$ cat config.mk
export PLATFORM = sky130hd
export DESIGN_NAME = snow64_instr_decode_unit
export DESIGN_NICKNAME = d
export VERILOG_FILES = /design/src/rtl/snow64_instr_decode_unit.sv
export SDC_FILE = /design/constraint.sdc
export NUM_CORES = 1
export LEC_CHECK = 0
export CAP_MARGIN = 10
export CORE_UTILIZATION = 32
export CTS_CLUSTER_SIZE = 12
export DETAILED_ROUTE_END_ITERATION = 16
export GPL_ROUTABILITY_DRIVEN = 0
export PLACE_DENSITY_LB_ADDON = 0.12
export SYNTH_ARGS = -nofsm -noshare
export SYNTH_HDL_FRONTEND = slang
export SYNTH_SLANG_ARGS = --single-unit
$ cat constraint.sdc
create_clock -name clk -period 3.8 [get_ports clk]
set_clock_uncertainty 0.05 [all_clocks]
set_input_delay 0.38 -clock clk [delete_from_list [all_inputs] [get_ports clk]]
set_output_delay 0.38 -clock clk [all_outputs]
set_load 0.05 [all_outputs]
$ cat src/rtl/snow64_instr_decode_unit.sv
// Snow64 instruction decoder: zero-latency decode of one instruction word into a flat bundle,
// plus a clocked monitor that counts illegal encodings seen on valid fetches.
module snow64_instr_decode_unit #(
    parameter int unsigned INSTR_WIDTH = 32,
    parameter int unsigned ADDR_WIDTH  = 64,
    parameter int unsigned CNT_WIDTH   = 16
) (
    input  logic                   clk,
    input  logic                   rst,
    input  logic [INSTR_WIDTH-1:0] in_instr,
    input  logic                   in_valid,
    output logic [2:0]             out_group,
    output logic [3:0]             out_ra_index,
    output logic [3:0]             out_rb_index,
    output logic [3:0]             out_rc_index,
    output logic [3:0]             out_oper,
    output logic [2:0]             out_op_type,
    output logic [ADDR_WIDTH-1:0]  out_signext_imm,
    output logic                   out_nop,
    output logic                   out_illegal,
    output logic                   out_illegal_seen,
    output logic [CNT_WIDTH-1:0]   out_illegal_count
);

    logic [2:0]  f_group;
    logic [3:0]  f_oper;
    logic [12:0] f_imm13;
    logic        legal;

    assign f_group = in_instr[31:29];
    assign f_oper  = in_instr[16:13];
    assign f_imm13 = in_instr[12:0];

    always_comb begin
        legal = 1'b0;
        unique case (f_group)
            3'd0:       legal = (f_oper <= 4'd13);
            3'd1:       legal = (f_oper <= 4'd2);
            3'd2, 3'd3: legal = (f_oper <= 4'd7);
            default:    legal = 1'b0;
        endcase
    end

    assign out_illegal = ~legal;
    assign out_nop     = (in_instr == '0) | ~legal;

    // A bubble is an all-zero bundle so downstream never acts on stale fields.
    always_comb begin
        out_group       = '0;
        out_ra_index    = '0;
        out_rb_index    = '0;
        out_rc_index    = '0;
        out_oper        = '0;
        out_op_type     = '0;
        out_signext_imm = '0;
        if (!out_nop) begin
            out_group    = f_group;
            out_ra_index = in_instr[28:25];
            out_rb_index = in_instr[24:21];
            out_rc_index = in_instr[20:17];
            out_oper     = f_oper;
            if (f_group == 3'd0) begin
                out_op_type = in_instr[12:10];
            end else begin
                out_signext_imm = {{(ADDR_WIDTH-13){f_imm13[12]}}, f_imm13};
            end
        end
    end

    always_ff @(posedge clk) begin
        if (rst) begin
            out_illegal_seen  <= 1'b0;
            out_illegal_count <= '0;
        end else if (in_valid && out_illegal) begin
            out_illegal_seen <= 1'b1;
            if (out_illegal_count != {CNT_WIDTH{1'b1}}) begin
                out_illegal_count <= out_illegal_count + 1'b1;
            end
        end
    end

endmodule

==> results_dict.tcl <==
set metrics [dict create \
    routed_via_density 4.73 \
    ys.warnings.count 0 \
    drt_pre_antenna_iters 4 \
    grt_usage_pct 18.8 \
    cells_taking_the_most_area_after_synthesis "sky130_fd_sc_hd__buf_4, sky130_fd_sc_hd__dfxtp_1, sky130_fd_sc_hd__and2_1" \
    cts-hold-fix-buffers 0 \
    totalNegativeSetupSlack_ps 0 \
    p_seq_share_pct 24.0 \
    setup_repair_after_global_routing_missed_its_margin "false" \
    die_w_um 73.3 \
    initial_utilization_pct 33.7 \
    clk_latency_ps 250 \
    power_switching_uw 325 \
    combPwrFrac_pct 58.2 \
    die_area_um2 5370 \
    critPathCaptureType "output pin" \
    number_of_nets_with_antenna_violations_after_routing 0 \
    tightest_slew_margin_relative_to_the_limit_pct 52.8 \
    avgSynthCellArea_um2 7.63 \
    cts-htree-levels 1 \
    p_leak_nw 1.26 \
    clock_tree.root_cell "sky130_fd_sc_hd__clkbuf_8" \
    detail_route.drc_violations 0 \
    die-height_um 73.3 \
    cts-buffers-inserted 3 \
    critical_path_class "in -> out" \
    min_period_over_period_pct 83.0 \
    grt_remaining_overflow 0 \
    status "finished, final reports clean" \
    finish_stage_setup_viols 0 \
    critPathMaxFanout 30 \
    grt_max_degree 31 \
    place.port_buffers 138 \
    postSynthNetCount 249 \
    count_of_flip_flops_with_a_built_in_enable_after_synthesis 0 \
    cell_internal_pwr_uw 440 \
    maxCapViolations 0 \
    setup.reg_to_reg.worst_slack_ps 1700 \
    synth_top_area_share_pct 24.5 \
    max_slew.worst_pin.slew_ps 705 \
    drive_gt1_share_pct 32.1 \
    post_cts_resize_count 0 \
    fraction_of_the_yosys_area_taken_by_sequential_cells_pct 20.9 \
    clockPowerShare_pct 17.8 \
    cp_data_arrival_time_ps 2730 \
    drt_first_iter_violations 58 \
    core_area_um2 4820 \
    syn-instance-count 213 \
    grt_antenna_before_repair 0 \
    cts_setup_buffers 0 \
    end_of_flow_core_utilization_pct 66.9 \
    finalCriticalPeriod_ps 3160 \
    cts_tree "done" \
    clkSlewWorstSetupHoldPaths_ps 70 \
    relative_area_change_from_synthesis_to_final_layout_pct 98.4 \
    ys.flop_type "sky130_fd_sc_hd__dfxtp_1" \
    hpwl_after_detailed_placement_um 4480 \
    layout.nets 339 \
    critical_path_startpoint_category "input port" \
    wire_length_of_the_first_global_routing_pass_um 7890 \
    grt_pass1_vias 1475 \
    timing.final.max_slew_violations 0 \
    netlist-cell-type-count 40 \
    cp_data_required_time_ps 3370 \
    ys_ff_latch 17 \
    post_synth_instance_area_um2 1630 \
    antenna-diode-count 0 \
    drt_wl_total_um 5470 \
    synth.cells.most_frequent "sky130_fd_sc_hd__buf_4, sky130_fd_sc_hd__and2_1, sky130_fd_sc_hd__dfxtp_1" \
    vdd_drop_max_mv 0.212 \
    post_drt_wl_per_cell_um 14.8 \
    io_pins 140 \
    number_of_buffers_on_the_longest_clock_path 2 \
    dr_total_vias 1747 \
    p_sw_share_pct 42.5 \
    async_reset_ff_share_pct 0 \
    placement_rows 25 \
    power-per-cell-area_nw_per_um2 237 \
    largest_area_contributor_in_the_netlist "sky130_fd_sc_hd__buf_4" \
    hp-class "reg -> reg" \
    nFillCells 399 \
    cts.sink_count 17 \
    synth.most_common_cell "sky130_fd_sc_hd__buf_4" \
    timing.final.hold_violations 0 \
    max_clk_rate_mhz 317 \
]
[critical path: stages]
cell and delay (ps):
sky130_fd_sc_hd__clkdlybuf4s50_1 460, sky130_fd_sc_hd__a211o_1 320, sky130_fd_sc_hd__a31o_1 230, sky130_fd_sc_hd__or2_1 340, sky130_fd_sc_hd__nor2_1 160, sky130_fd_sc_hd__and2_1 260, sky130_fd_sc_hd__buf_12 360, sky130_fd_sc_hd__buf_12 190
[layer usage]
metal | part of all wire, % | vias up | GRT usage [%]
met1 | 45 | 790 | 26.3
met2 | 46 | 73 | 29.5
li1 | - | 876 | -
met4 | 1.8 | 0 | 6.32
met5 | 0 | - | 0
met3 | 6.7 | 8 | 2.88
[cells in the final DEF (no fill, tap or decap)]
cell type                         netlist  layout
sky130_fd_sc_hd__nor3b_1                1       1
sky130_fd_sc_hd__o31ai_1                8       8
sky130_fd_sc_hd__a31o_1                 1       1
sky130_fd_sc_hd__clkdlybuf4s50_1        0      57
sky130_fd_sc_hd__inv_1                  8       8
sky130_fd_sc_hd__o21a_1                 1       1
sky130_fd_sc_hd__clkbuf_1               1       1
sky130_fd_sc_hd__and2_1                27      27
sky130_fd_sc_hd__or4b_1                 1       1
sky130_fd_sc_hd__buf_4                 53      34
sky130_fd_sc_hd__or3_1                  3       3
sky130_fd_sc_hd__or2_1                  1       1
sky130_fd_sc_hd__a211o_1                1       1
sky130_fd_sc_hd__nand3_1                7       7
sky130_fd_sc_hd__or4_1                  9       9
sky130_fd_sc_hd__mux2_2                 2       2
sky130_fd_sc_hd__nand4_1                4       4
sky130_fd_sc_hd__a21oi_1               14      14
sky130_fd_sc_hd__nor3_2                 1       1
sky130_fd_sc_hd__and3_1                 6       6
sky130_fd_sc_hd__and4b_1                1       1
sky130_fd_sc_hd__nor2b_1                2       2
sky130_fd_sc_hd__nor4_2                 1       1
sky130_fd_sc_hd__nor2_1                10      10
sky130_fd_sc_hd__dfxtp_1               17      17
sky130_fd_sc_hd__nand3b_1               2       2
sky130_fd_sc_hd__a41oi_4                1       1
sky130_fd_sc_hd__o41ai_1                1       1
sky130_fd_sc_hd__nor3_1                 3       3
sky130_fd_sc_hd__conb_1                 1       1
sky130_fd_sc_hd__clkbuf_8               0       3
sky130_fd_sc_hd__buf_12                 0      54
sky130_fd_sc_hd__nor4_1                 6       6
sky130_fd_sc_hd__a221oi_1               1       1
sky130_fd_sc_hd__nand2_1                5       5
sky130_fd_sc_hd__o21ai_1                1       1
sky130_fd_sc_hd__ha_1                   1       1
sky130_fd_sc_hd__a31o_2                 1       1
sky130_fd_sc_hd__o21ai_0                4       4
[sequential cells by signal (all words and copies together), names as in the netlist]
| signal | count |
|---|---|
| out_illegal_count | 16 |
| out_illegal_seen | 1 |
[cell type report]
| type | instances | area (um2) | share of cell area [%] |
|---|---|---|---|
| repair buffers | 145 | 1910 | 59.1 |
| multi-input cells | 128 | 818 | 25.4 |
| flip-flops and latches | 17 | 340 | 10.6 |
| well taps | 67 | 83.8 | 2.60 |
| clock buffers | 4 | 45.0 | 1.40 |
| inverters | 8 | 30.0 | 0.931 |
[logic make-up after synthesis]
| logic type | synth area share, % |
|---|---|
| and+or+nand+nor | 33.6 |
| buffers and inverters | 28.7 |
| AOI/OAI and AO/OA | 14.4 |
| muxes | 1.39 |
| DFF | 20.9 |
| other | 0.231 |
| adders and majority gates | 0.770 |
[per-stage QoR]
stage | cells | hold WS [ps] | instance area, um2 | worst slack [ps] | power [mW]
3_3_place_gp | 365 | 401 | 3180 | 654 | 0.633
5_1_grt | 369 | 480 | 3220 | 542 | 0.790
4_1_cts | 369 | 435 | 3220 | 647 | 0.770
2_1_floorplan | 213 | 646 | 1630 | 168 | 0.455
6_report | 369 | 429 | 3220 | 644 | 0.766
3_5_place_dp | 365 | 417 | 3180 | 647 | 0.635
[power groups by stage]
stage / clock network [mW] / registers (mW) / logic (mW)
6_report: 0.136 / 0.184 / 0.446
3_5_place_dp: 0 / 0.188 / 0.448
4_1_cts: 0.139 / 0.184 / 0.448
3_3_place_gp: 0 / 0.188 / 0.445
2_1_floorplan: 0 / 0.195 / 0.259
5_1_grt: 0.145 / 0.184 / 0.461
[worst paths after layout]
| check | to | cells after the start | from |
|---|---|---|---|
| max | out_signext_imm[55] | 8 | in_instr[14] |
| min | out_illegal_seen$_SDFFE_PP0P_ | 2 | out_illegal_seen$_SDFFE_PP0P_ |
| max reg2reg | out_illegal_count[14]$_SDFFE_PP0P_ | 5 | out_illegal_count[0]$_SDFFE_PP0P_ |
| min reg2reg | out_illegal_seen$_SDFFE_PP0P_ | 2 | out_illegal_seen$_SDFFE_PP0P_ |
Note: power is estimated with default switching activity, not from simulation.
